### config.mk
export PLATFORM = sky130hd
export DESIGN_NAME = vend_ctrl
export DESIGN_NICKNAME = d
export VERILOG_FILES = /design/src/rtl/vend_ctrl.sv
export SDC_FILE = /design/constraint.sdc
export NUM_CORES = 1
export LEC_CHECK = 0
export ABC_AREA = 1
export CORE_MARGIN = 5
export CORE_UTILIZATION = 50
export DETAILED_ROUTE_END_ITERATION = 8
export PLACE_DENSITY = 0.83
export RECOVER_POWER = 50
export SLEW_MARGIN = 25
export SYNTH_ARGS = -nofsm -noshare
export SYNTH_HDL_FRONTEND = slang
export SYNTH_SLANG_ARGS = --single-unit
### constraint.sdc
create_clock -name clk -period 5.6 [get_ports clk]
set_clock_uncertainty 0.2 [all_clocks]
set_input_delay 1.12 -clock clk [delete_from_list [all_inputs] [get_ports clk]]
set_output_delay 1.12 -clock clk [all_outputs]
set_load 0.02 [all_outputs]
### src/rtl/vend_ctrl.sv
// vend_ctrl: vending transaction controller (credit, vend, refund); define VEND_TIMEOUT_EN for idle auto-refund
module vend_ctrl #(
  parameter logic [5:0]  PRICE_A     = 6'd5,
  parameter logic [5:0]  PRICE_B     = 6'd10,
  parameter logic [28:0] TIMEOUT_CYC = 29'd500_000_000
) (
  input  logic       clk,
  input  logic       rst,
  input  logic       coin_half,
  input  logic       coin_one,
  input  logic       coin_five,
  input  logic       sel_a,
  input  logic       sel_b,
  input  logic       cancel,
  output logic       hold,
  output logic [5:0] coin_sum,
  output logic       dispense_a,
  output logic       dispense_b,
  output logic [5:0] change,
  output logic       change_valid,
  output logic       coin_reject,
  output logic       short
);
  typedef enum logic [1:0] {IDLE, COLLECT, VEND, REFUND} state_t;
  state_t state, state_n;
  logic [5:0] coin_val, sum_n, change_n;
  logic [6:0] sum_add;
  logic coin_any, coin_multi, hold_n, da_n, db_n, cv_n, rej_n, short_n, refund, timeout;
  assign coin_val   = coin_five ? 6'd10 : coin_one ? 6'd2 : coin_half ? 6'd1 : 6'd0;
  assign coin_any   = coin_half | coin_one | coin_five;
  assign coin_multi = (coin_half & coin_one) | (coin_half & coin_five) | (coin_one & coin_five);
  assign sum_add    = {1'b0, coin_sum} + {1'b0, coin_val};
  always_comb begin
    state_n  = state;
    sum_n    = coin_sum;
    hold_n   = hold;
    change_n = change;
    da_n     = 1'b0;
    db_n     = 1'b0;
    cv_n     = 1'b0;
    rej_n    = 1'b0;
    short_n  = 1'b0;
    refund   = 1'b0;
    case (state)
      IDLE: begin
        hold_n = 1'b0;
        sum_n  = 6'd0;
        if (coin_any) begin
          state_n = COLLECT;
          sum_n   = coin_val;
          hold_n  = 1'b1;
          rej_n   = coin_multi;
        end
      end
      COLLECT: begin
        hold_n = 1'b1;
        if (cancel) begin
          refund = 1'b1;
          rej_n  = coin_any;
        end else if (sel_a) begin
          rej_n = coin_any;
          if (coin_sum >= PRICE_A) begin
            state_n = VEND;
            sum_n   = coin_sum - PRICE_A;
            da_n    = 1'b1;
          end else short_n = 1'b1;
        end else if (sel_b) begin
          rej_n = coin_any;
          if (coin_sum >= PRICE_B) begin
            state_n = VEND;
            sum_n   = coin_sum - PRICE_B;
            db_n    = 1'b1;
          end else short_n = 1'b1;
        end else if (coin_any) begin
          sum_n = sum_add[6] ? coin_sum : sum_add[5:0];
          rej_n = sum_add[6] | coin_multi;
        end else if (timeout) refund = 1'b1;
      end
      VEND: begin
        rej_n  = coin_any;
        refund = 1'b1;
      end
      default: begin
        rej_n   = coin_any;
        state_n = IDLE;
        hold_n  = 1'b0;
        sum_n   = 6'd0;
      end
    endcase
    // refund outputs appear on entry, so REFUND itself only returns to IDLE
    if (refund) begin
      state_n  = REFUND;
      change_n = coin_sum;
      cv_n     = 1'b1;
      sum_n    = 6'd0;
      hold_n   = 1'b0;
    end
  end
`ifdef VEND_TIMEOUT_EN
  logic [28:0] idle_cnt;
  always_ff @(posedge clk)
    idle_cnt <= (rst || state != COLLECT || short_n || sum_n != coin_sum) ? 29'd0 : idle_cnt + 29'd1;
  assign timeout = idle_cnt == TIMEOUT_CYC - 29'd1;
`else
  assign timeout = 1'b0 & (TIMEOUT_CYC == 29'd0);
`endif
  always_ff @(posedge clk) begin
    if (rst) begin
      state        <= IDLE;
      hold         <= 1'b0;
      coin_sum     <= 6'd0;
      change       <= 6'd0;
      dispense_a   <= 1'b0;
      dispense_b   <= 1'b0;
      change_valid <= 1'b0;
      coin_reject  <= 1'b0;
      short        <= 1'b0;
    end else begin
      state        <= state_n;
      hold         <= hold_n;
      coin_sum     <= sum_n;
      change       <= change_n;
      dispense_a   <= da_n;
      dispense_b   <= db_n;
      change_valid <= cv_n;
      coin_reject  <= rej_n;
      short        <= short_n;
    end
  end
endmodule

==> flow_summary.yaml <==
die:
  core_area_um2: 2690
  die-area_um2: 3880
  start_util_pct: 51.0
  rows: 19
  die_h_um: 62.3
  die_w_um: 62.3
  ios: 26
critical_path:
  setup.worst_path.class: "in -> reg"
  crit_fanout: 10
  cp_common_cell: "nor2_1"
  max_stage_delay_ns: 0.52
  critical_path.startpoint_type: "primary input"
  critPathSlowestCell: "clkdlybuf4s50_1"
  crit_arrival_ns: 3.36
  required_ns: 5.62
  end_kind: "flop"
  crit_chain: "clkdlybuf4s50_1 > nor2_1 > inv_1 > nor2_1 > ha_1 > fa_1 > nand3_1 > nand2_1 > nand3b_2 > nand3_4 > nor2_8 > nand3_1 > nand2_1 > nor2_1"
yosys:
  syn_area_um2: 1370
  ys_async_sr_fraction_pct: 0
  synth.most_common_cell: "nand2_1"
  yosysTopAreaCell: "dfxtp_1"
  avgSynthCellArea_um2: 6.78
  synth_common_cells: "nand2_1 (48), nor2_1 (31), inv_1 (26)"
  synth.distinct_cells: 30
  synth-seq-cells: 20
  yosysWarningCount: 0
  netlist.area_leader.share_pct: 29.3
  syn_inst: 202
  yosysSeqAreaShare_pct: 29.3
  synth_ff_type: "dfxtp_1"
  synth_edf_count: 0
  synth_nets: 223
  synth_area_leaders: "dfxtp_1 (29%), nand2_1 (13%), ha_1 (11%), nor2_1 (8.5%), inv_1 (7.1%)"
cts:
  clockBufferDepth: 2
  cts_resized: 0
  post_cts_buffers: 0
  cts_tree: "built"
  cts_hold_buf: 0
  cts.sink_count: 20
  clk_transition_reported_paths_ns: 0.13
  htree_levels: 1
  cts_buffers: 3
  insertion_delay_ns: 0.31
  root_buffer: "clkbuf_4"
route:
  routed_wl_mm: 3.33
  vias_per_cell: 5.24
  vias: 1356
  remaining_drc_errors: 0
  avgRoutedWirePerCell_um: 12.9
  dr.pass1.iters: 4
  drt_first_iter_violations: 49
  antenna_left: 0
grt:
  grt_max_degree: 14
  grt_util_met1_pct: 22.7
  track_usage_pct: 17.6
  gr-max-usage-layer: "met2"
  antenna_found_initial: 0
  grt_pass1_wl_mm: 5.72
  grt.met3_usage_pct: 2.88
  grt_pass1_vias: 1269
  grt_use_met2_pct: 30.4
  grt-ovfl-total: 0
final_layout:
  area_growth_pct: 23.2
  fillers: 262
  num-nets-final: 250
  register_area_um2: 400
  multi_input_area_um2: 828
  drive_gt1_share_pct: 7.02
  antennaDiodeCount: 0
place:
  dp_hpwl_mm: 2.61
  gp_congestion: 0.889
  io_buffers: 25
  place_worst_setup_slack_ns: 1.94
run:
  drv_cap: 0
timing:
  tns_ns: 0
  period_share_pct: 59.6
  hold_violations: 0
  max_slew_margin_pct: 67.3
  slew_violations: 0
  rsz0062_at_grt: "false"
  setup_viol: 0
  worstMarginPinSlew_ns: 0.490
  period_needed_ns: 3.34
  fmax_ghz: 0.300
  fin_ws_ns: 2.26
min_path:
  hp-class: "reg -> reg"
outcome:
  outcome: "finished clean"
power:
  ir_drop_mv: 0.269
  powerDensity_nw_per_um2: 494
  leakage_uw: 0.000805
-- cell families (layout without fill, tap and decap cells) --
logic type      count (synthesis)  in the layout  share of synthesized area [%]
simple gates                   96             96                           30.8
flops                          20             20                           29.3
xor+xnor                        2              2                           1.28
fa+ha+maj                      13             13                           12.4
buf+inv                        34             60                           10.2
compound gates                 37             37                           16.0
-- state kept, by name, indices dropped and copies added, names as in the netlist --
signal	count
change	6
change_valid	1
coin_reject	1
coin_sum	6
dispense_a	1
dispense_b	1
hold	1
short	1
state	2
-- metrics by stage --
stage          cell area [µm²]  total power [µW]  utilization, %  hold slack [ns]  instances
2_1_floorplan             1370               572               -            0.279        202
3_3_place_gp              1630               705            60.8            0.238        255
3_5_place_dp              1630               712            60.8            0.244        255
4_1_cts                   1690               835            62.8            0.274        259
5_1_grt                   1690               910            62.8            0.292        259
6_report                  1690               833            62.8            0.263        259
-- layout by cell type, fill, tap and decap left out, drive strengths merged --
master	count
nand2	50
nor2	34
inv	31
dfxtp	20
o21ai	18
clkdlybuf4s50	15
ha	12
a21oi	12
dlygate4sd3	10
nand3	10
clkbuf	3
o221ai	2
o211ai	1
a21boi	1
nand3b	1
nand4	1
xor2	1
xnor2	1
a31oi	1
o22ai	1
a22o	1
fa	1
bufinv	1
-- path summary, 6_finish.rpt --
kind                            startpoint  depth (start not counted)                  endpoint  slack (ns)
setup / recovery                 coin_five                         14  coin_sum[0]$_SDFFE_PP0P_        2.26
hold / removal      change[3]$_SDFFE_PP0P_                          2    change[3]$_SDFFE_PP0P_        0.26
setup reg to reg  coin_sum[1]$_SDFFE_PP0P_                         12  coin_sum[0]$_SDFFE_PP0P_        3.40
hold reg to reg     change[3]$_SDFFE_PP0P_                          2    change[3]$_SDFFE_PP0P_        0.26
-- layer usage --
layer  up-vias  wire [µm]
met5         -          0
met4         0         52
met3         8        240
met2        48       1560
met1       602       1480
li1        698          -
-- power breakdown --
group          internal, µW  switching [µW]
Combinational           188             289
Sequential              178            55.8
Clock                  72.4            49.8
-- cell type report --
type / instances / share of cell area (%)
timing repair buffer: 25 / 14.8
clock buffer: 3 / 1.34
inverter: 31 / 6.90
tap: 31 / 2.30
clock inverter: 1 / 1.78
sequential: 20 / 23.7
multi-input combinational: 148 / 49.1
-- worst max-delay path, delay by kind of cell --
family | cells | cell delay, ns
adder cells (fa/ha/maj) | 2 | 0.63
buffers and inverters | 2 | 0.64
AND/OR/NAND/NOR | 10 | 0.98
Note: power is estimated with default switching activity, not from simulation.
